<file path="src/rtl/vram_arb_pkg.sv">
// Shared types and constants for the VRAM port arbiter.
package vram_arb_pkg;
   localparam int NREQ = 2;

   typedef enum logic {
      ST_IDLE  = 1'b0,
      ST_CLEAR = 1'b1
   } state_t;
endpackage

</file>
<file path="src/rtl/rr_arbiter2.sv">
// Two-way round-robin grant: ptr names the requester favoured on contention.
module rr_arbiter2
   import vram_arb_pkg::*;
(
   input  logic [NREQ-1:0] valid,
   input  logic            ptr,
   output logic [NREQ-1:0] grant
);
   always_comb begin
      grant = valid;
      if (valid == 2'b11) grant = ptr ? 2'b10 : 2'b01;
   end
endmodule

</file>
<file path="src/rtl/vram_port_arbiter.sv">
// Two-requester single-port VRAM arbiter with a whole-memory fill engine.
module vram_port_arbiter
   import vram_arb_pkg::*;
#(
   parameter int ADDR_W = 12,
   parameter int DATA_W = 8
) (
   input  logic                   clk,
   input  logic                   reset,
   input  logic [NREQ-1:0]        req_valid,
   output logic [NREQ-1:0]        req_ready,
   input  logic [NREQ-1:0]        req_we,
   input  logic [NREQ*ADDR_W-1:0] req_addr,
   input  logic [NREQ*DATA_W-1:0] req_wdata,
   output logic [NREQ-1:0]        rsp_valid,
   output logic [DATA_W-1:0]      rsp_rdata,
   input  logic                   clr_start,
   input  logic [DATA_W-1:0]      clr_value,
   output logic                   clr_busy,
   output logic                   mem_ce,
   output logic                   mem_oce,
   output logic                   mem_we,
   output logic [ADDR_W-1:0]      mem_addr,
   output logic [DATA_W-1:0]      mem_din,
   input  logic [DATA_W-1:0]      mem_dout
);
   localparam logic [ADDR_W:0] CLR_LAST = {1'b0, {ADDR_W{1'b1}}};
   localparam logic [ADDR_W:0] CNT_ONE  = {{ADDR_W{1'b0}}, 1'b1};

   state_t            state, state_nxt;
   logic              rr_ptr;
   logic [ADDR_W:0]   clr_cnt;
   logic [DATA_W-1:0] clr_val;
   logic [NREQ-1:0]   grant;
   logic [NREQ-1:0]   rd_p1;
   logic              gnt_id;
   logic              accept;
   logic              sel_we;
   logic [ADDR_W-1:0] sel_addr;
   logic [DATA_W-1:0] sel_wdata;

   rr_arbiter2 u_rr (
      .valid (req_valid),
      .ptr   (rr_ptr),
      .grant (grant)
   );

   always_comb begin
      state_nxt = state;
      req_ready = '0;
      unique case (state)
         ST_IDLE: begin
            // A fill request pre-empts any grant in the same cycle.
            if (clr_start) state_nxt = ST_CLEAR;
            else           req_ready = grant;
         end
         ST_CLEAR: begin
            if (clr_cnt == CLR_LAST) state_nxt = ST_IDLE;
         end
         default: state_nxt = ST_IDLE;
      endcase
      if (reset) req_ready = '0;
   end

   assign accept    = |(req_valid & req_ready);
   assign gnt_id    = req_ready[1];
   assign sel_we    = req_we[gnt_id];
   assign sel_addr  = gnt_id ? req_addr[2*ADDR_W-1:ADDR_W]  : req_addr[ADDR_W-1:0];
   assign sel_wdata = gnt_id ? req_wdata[2*DATA_W-1:DATA_W] : req_wdata[DATA_W-1:0];

   always_ff @(posedge clk) begin
      if (reset) begin
         state     <= ST_IDLE;
         rr_ptr    <= 1'b0;
         clr_cnt   <= '0;
         clr_val   <= '0;
         mem_ce    <= 1'b0;
         mem_we    <= 1'b0;
         mem_addr  <= '0;
         mem_din   <= '0;
         rd_p1     <= '0;
         rsp_valid <= '0;
      end else begin
         state     <= state_nxt;
         mem_ce    <= 1'b0;
         mem_we    <= 1'b0;
         rd_p1     <= '0;
         // Memory data lands one cycle after the command, so the tag follows by one.
         rsp_valid <= rd_p1;
         unique case (state)
            ST_IDLE: begin
               if (clr_start) begin
                  clr_val <= clr_value;
                  clr_cnt <= '0;
               end else if (accept) begin
                  rr_ptr   <= ~gnt_id;
                  mem_ce   <= 1'b1;
                  mem_we   <= sel_we;
                  mem_addr <= sel_addr;
                  mem_din  <= sel_wdata;
                  rd_p1    <= sel_we ? '0 : req_ready;
               end
            end
            ST_CLEAR: begin
               mem_ce   <= 1'b1;
               mem_we   <= 1'b1;
               mem_addr <= clr_cnt[ADDR_W-1:0];
               mem_din  <= clr_val;
               clr_cnt  <= clr_cnt + CNT_ONE;
            end
            default: ;
         endcase
      end
   end

   assign rsp_rdata = (|rsp_valid) ? mem_dout : '0;
   assign clr_busy  = (state == ST_CLEAR);
   assign mem_oce   = 1'b1;
endmodule

</file>
<file path="config.mk">
export PLATFORM = sky130hd
export DESIGN_NAME = vram_port_arbiter
export DESIGN_NICKNAME = d
export VERILOG_FILES = /design/src/rtl/vram_arb_pkg.sv /design/src/rtl/rr_arbiter2.sv /design/src/rtl/vram_port_arbiter.sv
export SDC_FILE = /design/constraint.sdc
export NUM_CORES = 1
export LEC_CHECK = 0
export CAP_MARGIN = 20
export CORE_AREA = 5 5 83 85
export CTS_CLUSTER_SIZE = 16
export DETAILED_ROUTE_END_ITERATION = 8
export DIE_AREA = 0 0 88 90
export PLACE_DENSITY = 0.71
export SYNTH_ARGS = -nofsm -noshare
export SYNTH_HDL_FRONTEND = slang
export SYNTH_SLANG_ARGS = --single-unit
</file>
<file path="constraint.sdc">
create_clock -name clk -period 1.5 [get_ports clk]
set_input_delay 0.15 -clock clk [delete_from_list [all_inputs] [get_ports clk]]
set_output_delay 0.15 -clock clk [all_outputs]
set_load 0.05 [all_outputs]
</file>
Word level (Yosys, flattened, before mapping)
Cells that the tools add are included.
- register bits: 49
- input port bits: 63
- output and inout port bits: 36
- logic and storage cells: 55
- add/subtract/negate cells: 1
- order comparisons: 1
- eq/ne operators: 5
- multiplexer cells: 27
- bitwise gates (word level): 5
- reductions and logical operators: 6
- operators with widths (kind ; count):
    $mux 12 ; 3
    $mux 8 ; 4
    $pmux 13 s2 ; 1
    $pmux 12 s2 ; 1
    $pmux 8 s2 ; 1
    $add 13x1->13 const B ; 1
    $eq 13x12->1 const B ; 1
    $mux 13 ; 1
    $mux 2 ; 5
    $mux 1 ; 8
    $ne 2x2->1 const B ; 3
    $pmux 1 s2 ; 3
    $reduce_or 5->1 ; 1
    $not 1->1 ; 4
    $reduce_and 2->1 ; 2
    $reduce_or 2->1 ; 2
    $reduce_and 3->1 ; 1
    $and 2x2->2 ; 1
    $eq 2x2->1 const B ; 1
    $lt 1x2->1 const B ; 1

Longest topological paths before layout
Gate-level depths: netlist (run 1).
- depth in word-level cells: 10
- mapped depth: 7
- gate-level depth less buffers: 4

Hierarchy
From an unflattened synthesis (run 1), not the netlist that was laid out.
- cells, all modules: 292
- area, all modules: 2447.3 µm²
- modules (own cells, without submodules) (module ; instances ; cells an instance ; area an instance (µm²) ; sequential area each (µm²)):
    vram_port_arbiter ; 1 ; 289 ; 2428.6 ; 980.9
    rr_arbiter2 ; 1 ; 3 ; 18.8 ; 0.0

Worst setup path before layout (run 1)
No wires, ideal clock.
- path kind: register to register
- start point: register state, in the netlist clr_busy
- end point: register mem_addr[10]
- library setup time: 0.129 ns
- data arrival time: 1.783 ns
- data required time: 1.371 ns
- slack: -0.412 ns
- stages on the path, launching flop included: 8
- buffers on the path: 3
- period minus slack after synthesis: 1.912 ns
- cells stage by stage: dfxtp_1 buf_2 nor2_1 and4b_1 buf_2 buf_2 a22oi_1 o21ai_0
- cells in the longest elaborated chain, start to end: 6
- elaborated cells on any way between the ends: 12
- classes of those cells: eq/ne (2); mux (6); bitwise (2); reduce/logical (2)
- ends and longest elaborated chain (what ; line ; source):
    start, declared ; vram_port_arbiter.sv:30 ; state_t state, state_nxt;
    start signal, assigned ; vram_port_arbiter.sv:84 ; state <= state_nxt;
    $mux 2 (*) ; vram_port_arbiter.sv:51 ; unique case (state)
    $mux 2 (*) ; vram_port_arbiter.sv:62 ; if (reset) req_ready = '0;
    net req_ready[1] ; vram_port_arbiter.sv:11 ; output logic [NREQ-1:0] req_ready,
    $mux 12 / $and 2x2->2 (equally long branches) ; vram_port_arbiter.sv:68, vram_port_arbiter.sv:65 ;
    $mux 12 / $reduce_or 2->1 (equally long branches) ; vram_port_arbiter.sv:95, vram_port_arbiter.sv:65 ;
    $mux 12 / $ne 2x2->1 (equally long branches) ; - ;
    $pmux 12 s2 / $reduce_and 2->1 (equally long branches) ; - ;
    end signal, assigned ; vram_port_arbiter.sv:99 ; mem_addr <= sel_addr;
    end signal, assigned ; vram_port_arbiter.sv:107 ; mem_addr <= clr_cnt[ADDR_W-1:0];
    end, declared ; vram_port_arbiter.sv:23 ; output logic [ADDR_W-1:0] mem_addr,
The timed path passes the listed nets; every way through them passes the cells marked *. The select of a mux whose other input is x is not followed.
A chain may end at the register's enable or synchronous reset.

Worst setup path in the final report (run 1)
- start point: register state, in the netlist clr_busy
- end point: output port req_ready[1]
- cells in the longest elaborated chain, start to end: 2
- ends and longest elaborated chain (what ; line):
    $mux 2 ; vram_port_arbiter.sv:51
    $mux 2 ; vram_port_arbiter.sv:62
    end, declared ; vram_port_arbiter.sv:11
Every way passes these cells.

==> qor.yml, run 1 <==
setup_tns_ns: -0.111
cts_tree: "yes"
status: "complete, but fails checks"
synthCells: 243
insertion_delay_ns: 0.29
crit_buf_inv: 3
hold_viol_final: 0
syn2layout_area_growth_pct: 72.0
slew_viol_final: 0
cts_buffer_depth: 2
vias_per_cell: 5.26
ys_ff_latch: 49
crit_arrival_ns: 1.40
antenna_cells: 0
drive_above_1_share_pct: 28.6
yosysSeqAreaShare_pct: 45.8
synth.yosys.warnings: 0
violations: "setup timing"
setup_ws_ns: -0.0459
drcViolationCount: 0
yosysUniqueCellTypes: 43
post-dp-hpwl_um: 5310
antenna_left: 0
clk_pin_slew_ns: 0.09
synth.area.top_cells: "dfxtp_1 (46%), a22oi_1 (13%), nand2_1 (4.9%)"
htree_levels: 2
nNetsFinal: 430
drt_iter0_drc: 106
routedWlPerCell_um: 16.0
core_um2: 6130
grt.overflow.total: 0
track_usage_pct: 17.4
cts_buffers: 5
fp-row-count: 29
synth_area_um2: 2140
antenna_found_initial: 0
firstDrtPassIters: 4
root_buffer: "clkbuf_8"
startpoint_type: "flop"
worstPathCellList: "buf_6, nor2_4, and4b_2, buf_6, buf_12"
crit_slowest_cell: "dfxtp_4"
start_util_pct: 34.9
crit_path_frequent_cell: "buf_6"
grt_pass1_vias: 2322
synth_fp_nets: 307
synthArstFlopShare_pct: 0
leakage_nw: 1.39
fmax_mhz: 647
netlist_top_cells_count: "dfxtp_1 (49), a22oi_1 (37), nand2_1 (28), o21ai_0 (19), a21oi_1 (17)"
synthFlopType: "dfxtp_1"
yosysTopAreaCell: "dfxtp_1"
worst_setup_path_end_kind: "output port"
hold_path.class: "input port to flop"
fin_skew_ns: 0.00488
num-fill-cells: 540
fin_util_pct: 60.1
drt_wl_total_um: 7110
grt_max_degree: 32
fp.dieH_um: 90
power_mw: 2.81
synth_top_area_share_pct: 45.8
cp_max_fo: 4
ios: 99
rsz0062_at_grt: "true"
dr_total_vias: 2336
synth_area_per_cell_um2: 8.82
crit_family: "buffers and inverters"
ir_drop_mv: 0.496
synth_most_common_cell: "dfxtp_1"
r2r_slack_ns: -0.02
worstPathRequired_ns: 1.35
clock_sinks: 49
grt_pass1_wl_um: 11100
setup_viol: 5
p_per_area_nw_per_um2: 763
post-route-period-util_pct: 103
post-route-min-period_ns: 1.55
die-area_um2: 7920
max_cap_violations: 0
fp.dieW_um: 88
synth_edf_count: 0
critPathMaxStageDelay_ns: 0.36
io_buffers: 97
crit_type: "flop to output port"
place_congestion: 0.775
[layout make-up]
type	instances	area, um2	share of cell area, %
Timing Repair Buffer	134	1360	37.0
Multi-Input combinational cell	175	1150	31.2
Sequential cell	49	986	26.8
Tap cell	77	96.3	2.61
Clock buffer	6	72.6	1.97
Clock inverter	2	13.8	0.374
Inverter	1	3.75	0.102
[worst min-delay path: stages]
cell             delay [ns]
clkdlybuf4s50_1        0.39
nand2_1                0.06
a21oi_1                0.05
[flip-flops by register name (all words and copies together), names as in the netlist]
signal and count:
mem_we 1, mem_addr 12, mem_ce 1, clr_busy 1, rr_ptr 1, mem_din 8
rsp_valid 2, clr_val 8, rd_p1 2, clr_cnt 13
[metrics by stage]
stage | setup slack, ns | instances | area (um2) | hold slack [ns]
floorplan | -0.221 | 243 | 2160 | 0.222
global placement | -0.577 | 426 | 3390 | 0.417
detailed placement | -0.313 | 427 | 3410 | 0.430
CTS | -0.0379 | 442 | 3610 | 0.390
global route | -0.0960 | 444 | 3680 | 0.410
finish | -0.0459 | 444 | 3680 | 0.395
[layer usage]
| layer | part of all wire, % | track usage [%] |
|---|---|---|
| met5 | 0 | 0 |
| met4 | 1.2 | 5.50 |
| met3 | 7.7 | 3.20 |
| met2 | 50 | 29.4 |
| met1 | 41 | 21.9 |
[power breakdown]
| part | internal (mW) | switching [mW] |
|---|---|---|
| Combinational | 0.333 | 0.328 |
| Sequential | 1.35 | 0.0327 |
| Clock | 0.331 | 0.435 |
| Total | 2.01 | 0.796 |
[layout by cell type (no fill, tap or decap), types with 2 or more instances in the layout]
master / count
mux2i_1: 2
nand2b_1: 2
or4_1: 4
a22oi_1: 31
clkbuf_8: 5
a22oi_2: 6
clkdlybuf4s50_1: 59
nor2b_1: 12
dlygate4sd2_1: 2
nand4_1: 4
o21ai_0: 9
a21oi_1: 17
mux2_2: 2
buf_6: 4
nor2_1: 9
nand2_1: 28
o21ai_1: 12
buf_4: 54
nor3_1: 2
nand3_1: 3
xor2_1: 2
o311ai_0: 3
dfxtp_1: 47
buf_12: 13
[worst paths after layout]
kind / start / end / cells after the start
setup / recovery: clr_busy$_SDFF_PP0_ / req_ready[1] / 5
hold / removal: clr_value[5] / clr_val[5]$_SDFFE_PP0P_ / 3
setup reg to reg: clr_busy$_SDFF_PP0_ / mem_addr[0]$_SDFFE_PP0P_ / 6
hold reg to reg: rd_p1[0]$_SDFF_PP0_ / rsp_valid[0]$_SDFF_PP0_ / 1
[what timing repair did]
item                       CTS  global route
resized for setup           13            22
setup endpoints to repair    6            28
hold buffers                 0             0
pin swaps                    3             5
cloned                       1             0
buffers inserted             6             2
[kinds of logic (layout without fill, tap and decap cells)]
family / after synthesis / count (layout) / synth area share [%]
other: 1 / 1 / 0.175
AOI/OAI and AO/OA: 85 / 85 / 25.6
and+or+nand+nor: 81 / 81 / 20.3
adders and majority gates: 1 / 1 / 0.584
muxes: 5 / 5 / 2.45
buffers and inverters: 19 / 143 / 4.21
DFF: 49 / 49 / 45.8
xor gates and xnor gates: 2 / 2 / 0.818
No activity file was read; power rests on OpenSTA's default activity.
==> inputs of run 2 (changes only) <==
--- a/config.mk
+++ b/config.mk
@@ -11,6 +11,7 @@
 export DETAILED_ROUTE_END_ITERATION = 8
 export DIE_AREA = 0 0 88 90
 export PLACE_DENSITY = 0.71
+export SLEW_MARGIN = 20
 export SYNTH_ARGS = -nofsm -noshare
 export SYNTH_HDL_FRONTEND = slang
 export SYNTH_SLANG_ARGS = --single-unit
==> run 2 against run 1 <==
The run still ends with setup timing left; fmax down 1.9%; cell area is 0.44% higher; non-clock buffer count up 1; global-route usage down 0.17 points; via count grew 1.1%; clock skew up 0.0036 ns; sequential cell count unchanged; power up 4.6%; die area stayed put; sequential share of layout area shrank 0.12 points; largest cell class unchanged.
==> qor.yml, run 2 (synthesis results as in run 1) <==
crit_buf_inv: 3
num-fill-cells: 522
instances_no_fill: 445
grt.overflow.total: 0
status: "complete, but fails checks"
ios: 99
largest_register_ffs: 13
power_switching_mw: 0.788
core_um2: 6130
multi_input_area_um2: 1140
cp_max_fo: 4
fin_skew_ns: 0.00847
dr_total_vias: 2361
worstPathCellList: "buf_6, nor2_2, and4b_2, buf_6, buf_12"
cts_buffers: 5
insertion_delay_ns: 0.30
routedWlPerCell_um: 16.1
fin_util_pct: 60.4
crit_arrival_ns: 1.43
clock_sinks: 49
route.met3.wl_um: 524
m1WireLength_um: 2880
fmax_mhz: 635
cts_buffer_depth: 2
drt_wl_total_um: 7160
antenna_cells: 0
ir_drop_mv: 0.439
crit_type: "flop to output port"
crit_path_frequent_cell: "buf_6"
post-route-min-period_ns: 1.58
mostFrequentLayoutCell: "clkdlybuf4s50_1"
startpoint_type: "flop"
die-area_um2: 7920
dr_wl_met2_um: 3660
track_usage_pct: 17.2
cts_tree: "yes"
clk_pin_slew_ns: 0.09
fp-row-count: 29
io_buffers: 97
firstDrtPassIters: 4
regMostFlops: "clr_cnt"
swShare_pct: 26.8
dpl_cell_area_um2: 3400
worstPathRequired_ns: 1.35
hold_viol_final: 0
vias_per_cell: 5.31
nNetsFinal: 431
start_util_pct: 34.9
post-route-period-util_pct: 105
root_buffer: "clkbuf_8"
htree_levels: 2
place_congestion: 0.775
crit_family: "simple AND/OR/NAND/NOR gates"
drt_iter0_drc: 142
critPathMaxStageDelay_ns: 0.36
fp.dieW_um: 88
pwr-share-comb_pct: 22.2
grt_pass1_wl_um: 11000
placed_cells: 426
drive_above_1_share_pct: 29.3
violations: "setup timing"
antenna_found_initial: 0
layout_common_cells: "clkdlybuf4s50_1 (59), buf_4 (56), dfxtp_1 (47)"
max_cap_violations: 0
fp.dieH_um: 90
post-dp-hpwl_um: 5250
rsz0062_at_grt: "true"
drcViolationCount: 0
syn2layout_area_growth_pct: 72.8
antenna_left: 0
final_area_um2: 3700
setup_viol: 3
routed.top_layer: "met4"
leakage_nw: 1.41
final-seq-area_um2: 986
grt_pass1_vias: 2323
slew_viol_final: 0
p_per_area_nw_per_um2: 794
worst_setup_path_end_kind: "output port"
internal_power_mw: 2.15
reg_top3: "clr_cnt: 13 flops, mem_addr: 12 flops"
ctsHoldBuffers: 0
pwr-share-clk_pct: 30.7
grt_max_degree: 32
power_frac_seq_pct: 47.0
place_ws_ns: -0.339
crit_slowest_cell: "dfxtp_4"
hold_path.class: "input port to flop"
setup_ws_ns: -0.0752
-- run 2: changes by cell type in the layout (fill, tap and decap cells not counted), sizes merged --
cell | previous run | this run
buf | 71 | 72
clkbuf | 6 | 7
inv | 2 | 1
-- run 2: layer usage --
| layer | vias to the layer above | track usage [%] |
|---|---|---|
| li1 | 1141 | - |
| met1 | 1130 | 21.4 |
| met2 | 83 | 29.3 |
| met3 | 7 | 3.47 |
| met4 | 0 | 5.24 |
| met5 | - | 0 |
-- run 2: area by class of cell --
type / instances / area share [%]
clock buffer: 7 / 2.91
clock inverter: 1 / 0.203
inverter: 1 / 0.101
multi-input combinational: 175 / 30.8
sequential: 49 / 26.6
tap: 77 / 2.60
timing repair buffer: 135 / 36.7
-- run 2: timing repair --
action,in CTS,in global routing
pin swaps,4,5
cloned,1,0
endpoints found under the setup margin,18,39
resized for setup,9,27
setup buffers,9,3
-- run 2: final timing paths --
| check | start | end | slack [ns] | cells after the start |
|---|---|---|---|---|
| setup reg to reg | clr_busy$_SDFF_PP0_ | mem_addr[0]$_SDFFE_PP0P_ | -0.07 | 6 |
| hold reg to reg | rd_p1[0]$_SDFF_PP0_ | rsp_valid[0]$_SDFF_PP0_ | 0.44 | 1 |
| hold / removal | clr_start | clr_cnt[1]$_SDFFE_PP0P_ | 0.39 | 5 |
| setup / recovery | clr_busy$_SDFF_PP0_ | req_ready[1] | -0.08 | 5 |
-- run 2: through the flow --
stage | setup TNS (ns) | hold slack, ns | power (mW)
6_report | -0.195 | 0.387 | 2.94
5_1_grt | -1.01 | 0.396 | 3.06
4_1_cts | -0.0625 | 0.381 | 2.94
3_5_place_dp | -7.35 | 0.428 | 2.01
3_3_place_gp | -12.19 | 0.417 | 2.01
2_1_floorplan | -1.76 | 0.222 | 1.69
-- run 2: tightest hold or removal path: cells and delay by family --
kind,cells,cell delay [ns]
buf+inv,2,0.29
compound gates,1,0.11
simple gates,2,0.09
-- run 2: power by group through the flow --
stage	clock network (mW)	logic [mW]	registers, mW
6_report	0.903	0.654	1.38
5_1_grt	0.982	0.690	1.39
4_1_cts	0.928	0.633	1.38
3_5_place_dp	0	0.602	1.41
3_3_place_gp	0	0.595	1.41
2_1_floorplan	0	0.172	1.52
